[src/rtl/sdram_arbit.sv]
// -----------------------------------------------------------------------------
// sdram_arbit
//
// Owns the SDRAM command/address bus. After power-up it passes the
// initialisation sequencer through to the pins. Once that sequence reports
// completion, it grants the bus to one requester at a time with the fixed
// priority refresh > write > read. A watchdog flags refresh requests that
// wait too long for their grant.
//
// Ports
//   CLK, RSTn                 clock, asynchronous active-low reset
//   init_cmd/init_addr        init sequencer command {cs_n,ras_n,cas_n,we_n}/address
//   flag_init_end             level, init sequence complete
//   ref_req/wr_req/rd_req     request levels, held until granted
//   flag_ref_end/_wr_end/_rd_end  one-cycle "operation done" pulses
//   aref_*/wr_*/rd_*          command/address from each requester
//   ref_en/wr_en/rd_en        one-cycle registered grant pulses
//   sdram_cmd/sdram_addr      selected command/address
//   sdram_cs_n.._we_n         decoded sdram_cmd bits 3..0
//   ref_late                  refresh grant overdue
// -----------------------------------------------------------------------------
module sdram_arbit #(
  parameter int unsigned REF_WAIT_MAX = 100
) (
  input  logic        CLK,
  input  logic        RSTn,
  input  logic [3:0]  init_cmd,
  input  logic [11:0] init_addr,
  input  logic        flag_init_end,
  input  logic        ref_req,
  input  logic        flag_ref_end,
  input  logic [3:0]  aref_cmd,
  input  logic [11:0] aref_addr,
  input  logic        wr_req,
  input  logic        rd_req,
  input  logic        flag_wr_end,
  input  logic        flag_rd_end,
  input  logic [3:0]  wr_cmd,
  input  logic [3:0]  rd_cmd,
  input  logic [11:0] wr_addr,
  input  logic [11:0] rd_addr,
  output logic        ref_en,
  output logic        wr_en,
  output logic        rd_en,
  output logic [3:0]  sdram_cmd,
  output logic [11:0] sdram_addr,
  output logic        sdram_cs_n,
  output logic        sdram_ras_n,
  output logic        sdram_cas_n,
  output logic        sdram_we_n,
  output logic        ref_late
);

  localparam logic [3:0] CMD_NOP      = 4'b0111;
  localparam logic [9:0] WAIT_LIMIT   = 10'(REF_WAIT_MAX);
  localparam logic [9:0] WAIT_SAT     = 10'h3FF;

  typedef enum logic [2:0] {
    ST_INIT,
    ST_ARBIT,
    ST_AREF,
    ST_WRITE,
    ST_READ
  } state_e;

  state_e      state_q, state_d;
  logic        ref_en_q, ref_en_d;
  logic        wr_en_q, wr_en_d;
  logic        rd_en_q, rd_en_d;
  logic [9:0]  ref_wait_cnt_q, ref_wait_cnt_d;
  logic        ref_late_q, ref_late_d;

  // ---------------------------------------------------------------------------
  // State registers
  // ---------------------------------------------------------------------------
  always_ff @(posedge CLK or negedge RSTn) begin
    if (!RSTn) begin
      state_q        <= ST_INIT;
      ref_en_q       <= 1'b0;
      wr_en_q        <= 1'b0;
      rd_en_q        <= 1'b0;
      ref_wait_cnt_q <= 10'd0;
      ref_late_q     <= 1'b0;
    end else begin
      state_q        <= state_d;
      ref_en_q       <= ref_en_d;
      wr_en_q        <= wr_en_d;
      rd_en_q        <= rd_en_d;
      ref_wait_cnt_q <= ref_wait_cnt_d;
      ref_late_q     <= ref_late_d;
    end
  end

  // ---------------------------------------------------------------------------
  // Next-state logic. Grant pulses are only produced on the ARBIT exit edge,
  // so they land in the first cycle of the granted state and cannot repeat.
  // ---------------------------------------------------------------------------
  always_comb begin
    state_d  = state_q;
    ref_en_d = 1'b0;
    wr_en_d  = 1'b0;
    rd_en_d  = 1'b0;
    case (state_q)
      ST_INIT: begin
        if (flag_init_end) state_d = ST_ARBIT;
      end
      ST_ARBIT: begin
        if (ref_req) begin
          state_d  = ST_AREF;
          ref_en_d = 1'b1;
        end else if (wr_req) begin
          state_d = ST_WRITE;
          wr_en_d = 1'b1;
        end else if (rd_req) begin
          state_d = ST_READ;
          rd_en_d = 1'b1;
        end
      end
      ST_AREF: begin
        if (flag_ref_end) state_d = ST_ARBIT;
      end
      ST_WRITE: begin
        if (flag_wr_end) state_d = ST_ARBIT;
      end
      ST_READ: begin
        if (flag_rd_end) state_d = ST_ARBIT;
      end
      default: state_d = ST_INIT;
    endcase
  end

  // ---------------------------------------------------------------------------
  // Refresh watchdog. The count runs whenever refresh is wanted but not being
  // served; the late flag is sticky until the refresh grant, and the grant
  // wins over a same-edge set.
  // ---------------------------------------------------------------------------
  always_comb begin
    ref_wait_cnt_d = 10'd0;
    if (ref_req && (state_q != ST_AREF)) begin
      ref_wait_cnt_d = (ref_wait_cnt_q == WAIT_SAT) ? ref_wait_cnt_q
                                                     : ref_wait_cnt_q + 10'd1;
    end

    ref_late_d = ref_late_q;
    if (ref_wait_cnt_q == WAIT_LIMIT) ref_late_d = 1'b1;
    if (ref_en_d)                     ref_late_d = 1'b0;
  end

  // ---------------------------------------------------------------------------
  // Bus mux, purely from the current state.
  // ---------------------------------------------------------------------------
  always_comb begin
    sdram_cmd  = CMD_NOP;
    sdram_addr = 12'h000;
    case (state_q)
      ST_INIT: begin
        sdram_cmd  = init_cmd;
        sdram_addr = init_addr;
      end
      ST_AREF: begin
        sdram_cmd  = aref_cmd;
        sdram_addr = aref_addr;
      end
      ST_WRITE: begin
        sdram_cmd  = wr_cmd;
        sdram_addr = wr_addr;
      end
      ST_READ: begin
        sdram_cmd  = rd_cmd;
        sdram_addr = rd_addr;
      end
      default: begin
        sdram_cmd  = CMD_NOP;
        sdram_addr = 12'h000;
      end
    endcase
  end

  assign ref_en      = ref_en_q;
  assign wr_en       = wr_en_q;
  assign rd_en       = rd_en_q;
  assign ref_late    = ref_late_q;
  assign sdram_cs_n  = sdram_cmd[3];
  assign sdram_ras_n = sdram_cmd[2];
  assign sdram_cas_n = sdram_cmd[1];
  assign sdram_we_n  = sdram_cmd[0];

endmodule

[config.mk]
export PLATFORM = sky130hd
export DESIGN_NAME = sdram_arbit
export DESIGN_NICKNAME = d
export VERILOG_FILES = /design/src/rtl/sdram_arbit.sv
export SDC_FILE = /design/constraint.sdc
export NUM_CORES = 1
export LEC_CHECK = 0
export CAP_MARGIN = 20
export CELL_PAD_IN_SITES_DETAIL_PLACEMENT = 1
export CELL_PAD_IN_SITES_GLOBAL_PLACEMENT = 1
export CORE_ASPECT_RATIO = 0.5
export CORE_MARGIN = 5
export CORE_UTILIZATION = 24
export CTS_CLUSTER_DIAMETER = 120
export CTS_CLUSTER_SIZE = 25
export DETAILED_ROUTE_END_ITERATION = 10
export MAX_ROUTING_LAYER = met4
export PLACE_DENSITY = 0.79
export SLEW_MARGIN = 20
export SYNTH_ARGS = -nofsm -noshare
export SYNTH_HDL_FRONTEND = slang
export SYNTH_SLANG_ARGS = --single-unit
[constraint.sdc]
create_clock -name CLK -period 2.2 [get_ports CLK]
set_input_delay 0.55 -clock CLK [delete_from_list [all_inputs] [get_ports CLK]]
set_output_delay 0.55 -clock CLK [all_outputs]
set_load 0.01 [all_outputs]
==> key figures <==
Place
  • Routability cong.: 0.861
  • Placed cells: ~360
  • Post-DP Area: 0.00252 mm2
  • Buffers on Ports: 96
  • Post-DP HPWL: 5030 um

Power and ir drop
  • Pwr Density: roughly 910 mW/mm2
  • Max IR drop VDD: 379 uV
  • Leakage: 1.10 nW
  • Pwr Total: between 2 and 2.5 mW

Worst setup path
  • Worst setup SP type: input pin
  • Worst Path Buf+Inv: 2
  • Worst R2R Start: state_q[1]$_DFFE_PN0P_
  • Critical Path AT: 1640 ps
  • CP Capture Type: primary output
  • Crit Path Class: in2out
  • R2R Path End: state_q[0]$_DFFE_PN0P_
  • Kind of cell adding the most delay to the critical path: buffers and inverters
  • Worst Path Required: 1650 ps
  • Worst reg2reg setup slack: 290 ps
  • Crit-path slowest cell: clkdlybuf4s50_1
  • Worst path max stage delay: 480 ps
  • Reg2Reg Depth: 5
  • Worst Path Max Fanout: 1
  • Crit-path cells: clkdlybuf4s50_1 > mux2i_1 > nor2_1 > a21oi_1 > o21ai_0 > buf_2

STA
  • Final TNS setup: 0 ps
  • Setup violators final: 0
  • Fin crit period: 2190 ps
  • Clock skew: 0.679 ps
  • Pins over their slew limit: 0
  • Worst-Margin Slew: roughly 730 ps
  • Final period util: 0.993
  • Slew headroom: 0.510
  • Hold Violations, Final: 0
  • RSZ-0062 raised after global routing: true
  • Max Fclk: 458 MHz

GRT
  • Overflow left after global routing: 0
  • Overall Global Routing Usage: 0.162
  • First-pass GRT wire length: about 10000 um
  • Vias in the first global route: 2,070
  • Largest net degree at the start of global routing: 21
  • Initial antenna violation count: 0

Cells and area
  • Fin area: 0.00262 mm2
  • Most frequent cells in the layout: clkdlybuf4s50_1, nor2_1, buf_4
  • Fraction of layout cells with a size suffix above 1: 0.231
  • Area Growth Syn to Fin: 85.4%
  • Nets: 370
  • Non-filler cells, final: 367
  • Number of diodes: 0
  • Final Util: 0.469
  • Most common cell after layout, fill and taps aside: clkdlybuf4s50_1

Routing
  • Wirelength per Cell: 17.4 um
  • DRC violation count after routing: 0
  • Routed Antenna Nets: 0
  • Vias: around 1.9k
  • Initial drt markers: 85
  • DRT Pass-1 Iters: 4
  • Final wirelength: about 6400 um
  • Via-per-instance ratio: 5.08

Floorplan
  • Io pins: 97
  • Die area: 0.00761 mm2
  • Rows: 19
  • Core area: approximately 0.0056 mm2
  • Die Span X: 118 um
  • Die Y: 64.3 um
  • Starting Density: 0.253

Synth
  • Post-synthesis async set-or-reset flop share: 1.00
  • EDFF count, synth: 0
  • Post-Syn Instances: 186
  • Most used DFF post-synth: dfrtp_1
  • Syn_nets: between 200 and 300
  • Netlist cell types: 40
  • Synth Register Bits: 17
  • Synth warn: 0
  • Sequential fraction of the synthesis area: 0.301
  • Syn_area_per_cell: 7.59 um2
  • Mapped Area: roughly 0.0014 mm2

Clock network
  • Clk_lat worst skew: 240 ps
  • CTS buffer count: 3
  • CTS max path bufs: 2
  • Hold Buf Count CTS: 0
  • CTS tree: built
  • Htree depth: 1
  • Clk slew on worst S/H paths: 50 ps
  • Clk root buf: clkbuf_16
  • CTS Sinks: 17

Hold path
  • HP Start: ref_late$_DFFE_PN0P_
  • Hold Crit Depth: 2
  • Hold EP: ref_late$_DFFE_PN0P_
  • Class of the worst hold path: reg2reg

Run status
  • Status: finished, final reports clean

Flow run
  • Maxcap violations: 0
synth_stat cells (3+ instances only):
library cell  count  share of area
o21ai_0          11          0.039
nand2_1          15          0.040
nand3_1           3          0.011
nor2_1           31          0.082
nand4_1           3          0.013
buf_4             4          0.021
o21ai_1           4          0.014
mux2i_1          16           0.11
clkbuf_1          8          0.021
o22ai_1           4          0.018
nand2b_1          3          0.013
inv_1             6          0.016
mux2_2            3          0.024
nor3_1            4          0.014
a21oi_1          21          0.074
dfrtp_1          17           0.30
a31oi_1           3          0.013
logic make-up after synthesis:
kind of cell | share of synthesized area
and+or+nand+nor | 0.249
DFF | 0.301
buffers and inverters | 0.0735
muxes | 0.137
adders and majority gates | 0.0177
xor gates and xnor gates | 0.0124
AOI/OAI and AO/OA | 0.209
sequential cells by signal, indices dropped and copies added (netlist names):
name / cells
ref_late: 1
wr_en: 1
rd_en: 1
ref_wait_cnt_q: 10
state_q: 3
ref_en: 1
routing by layer:
metal,global-route usage,part of all wire
met3,0.0590,0.072
met1,0.150,0.37
met5,-,0
met2,0.314,0.53
met4,0.0523,0.032
tightest hold or removal path: cells and delay by family (launching register included):
family	cells	cell delay, ps
simple gates	1	80
flops	1	350
compound gates	1	50
how the worst max path moves through the flow:
| stage | startpoint | slack, ps | end | cells past startpoint |
|---|---|---|---|---|
| 2_1_floorplan | state_q[2]$_DFFE_PN0P_ | 210 | sdram_addr[10] | 7 |
| 3_3_place_gp | init_cmd[0] | -310 | sdram_we_n | 5 |
| 3_5_place_dp | init_addr[0] | -420 | sdram_addr[0] | 6 |
| 4_1_cts | state_q[1]$_DFFE_PN0P_ | -70 | sdram_addr[3] | 8 |
| 5_1_grt | state_q[1]$_DFFE_PN0P_ | -80 | sdram_addr[1] | 7 |
| 6_report | init_addr[0] | 10 | sdram_addr[0] | 6 |
layout make-up:
class | instances | area [um2]
Inverter | 6 | 22.5
Fill cell | 666 | 2970
Multi-Input combinational cell | 148 | 950
Clock buffer | 4 | 78.8
Tap cell | 73 | 91.3
Timing Repair Buffer | 119 | 1050
Sequential cell | 17 | 428
power by group:
group          switching (mW)  total (mW)  internal (mW)
clock                   0.112       0.358          0.246
combinational           0.826        1.60          0.775
sequential             0.0688       0.430          0.362
total                    1.01        2.39           1.38
per-stage QoR:
stage | setup slack (ps) | hold WS, ps
floorplan | 211 | 254
global placement | -314 | 510
detailed placement | -422 | 523
CTS | -67.9 | 536
global route | -77.6 | 585
finish | 14.7 | 518
timing repair:
item | 4_1_cts | 5_1_grt
buffers inserted | 3 | 4
cloned | 0 | 0
pin swaps | 4 | 4
resized for setup | 80 | 31
setup endpoints to repair | 20 | 20
Note: power is estimated with default switching activity, not from simulation.
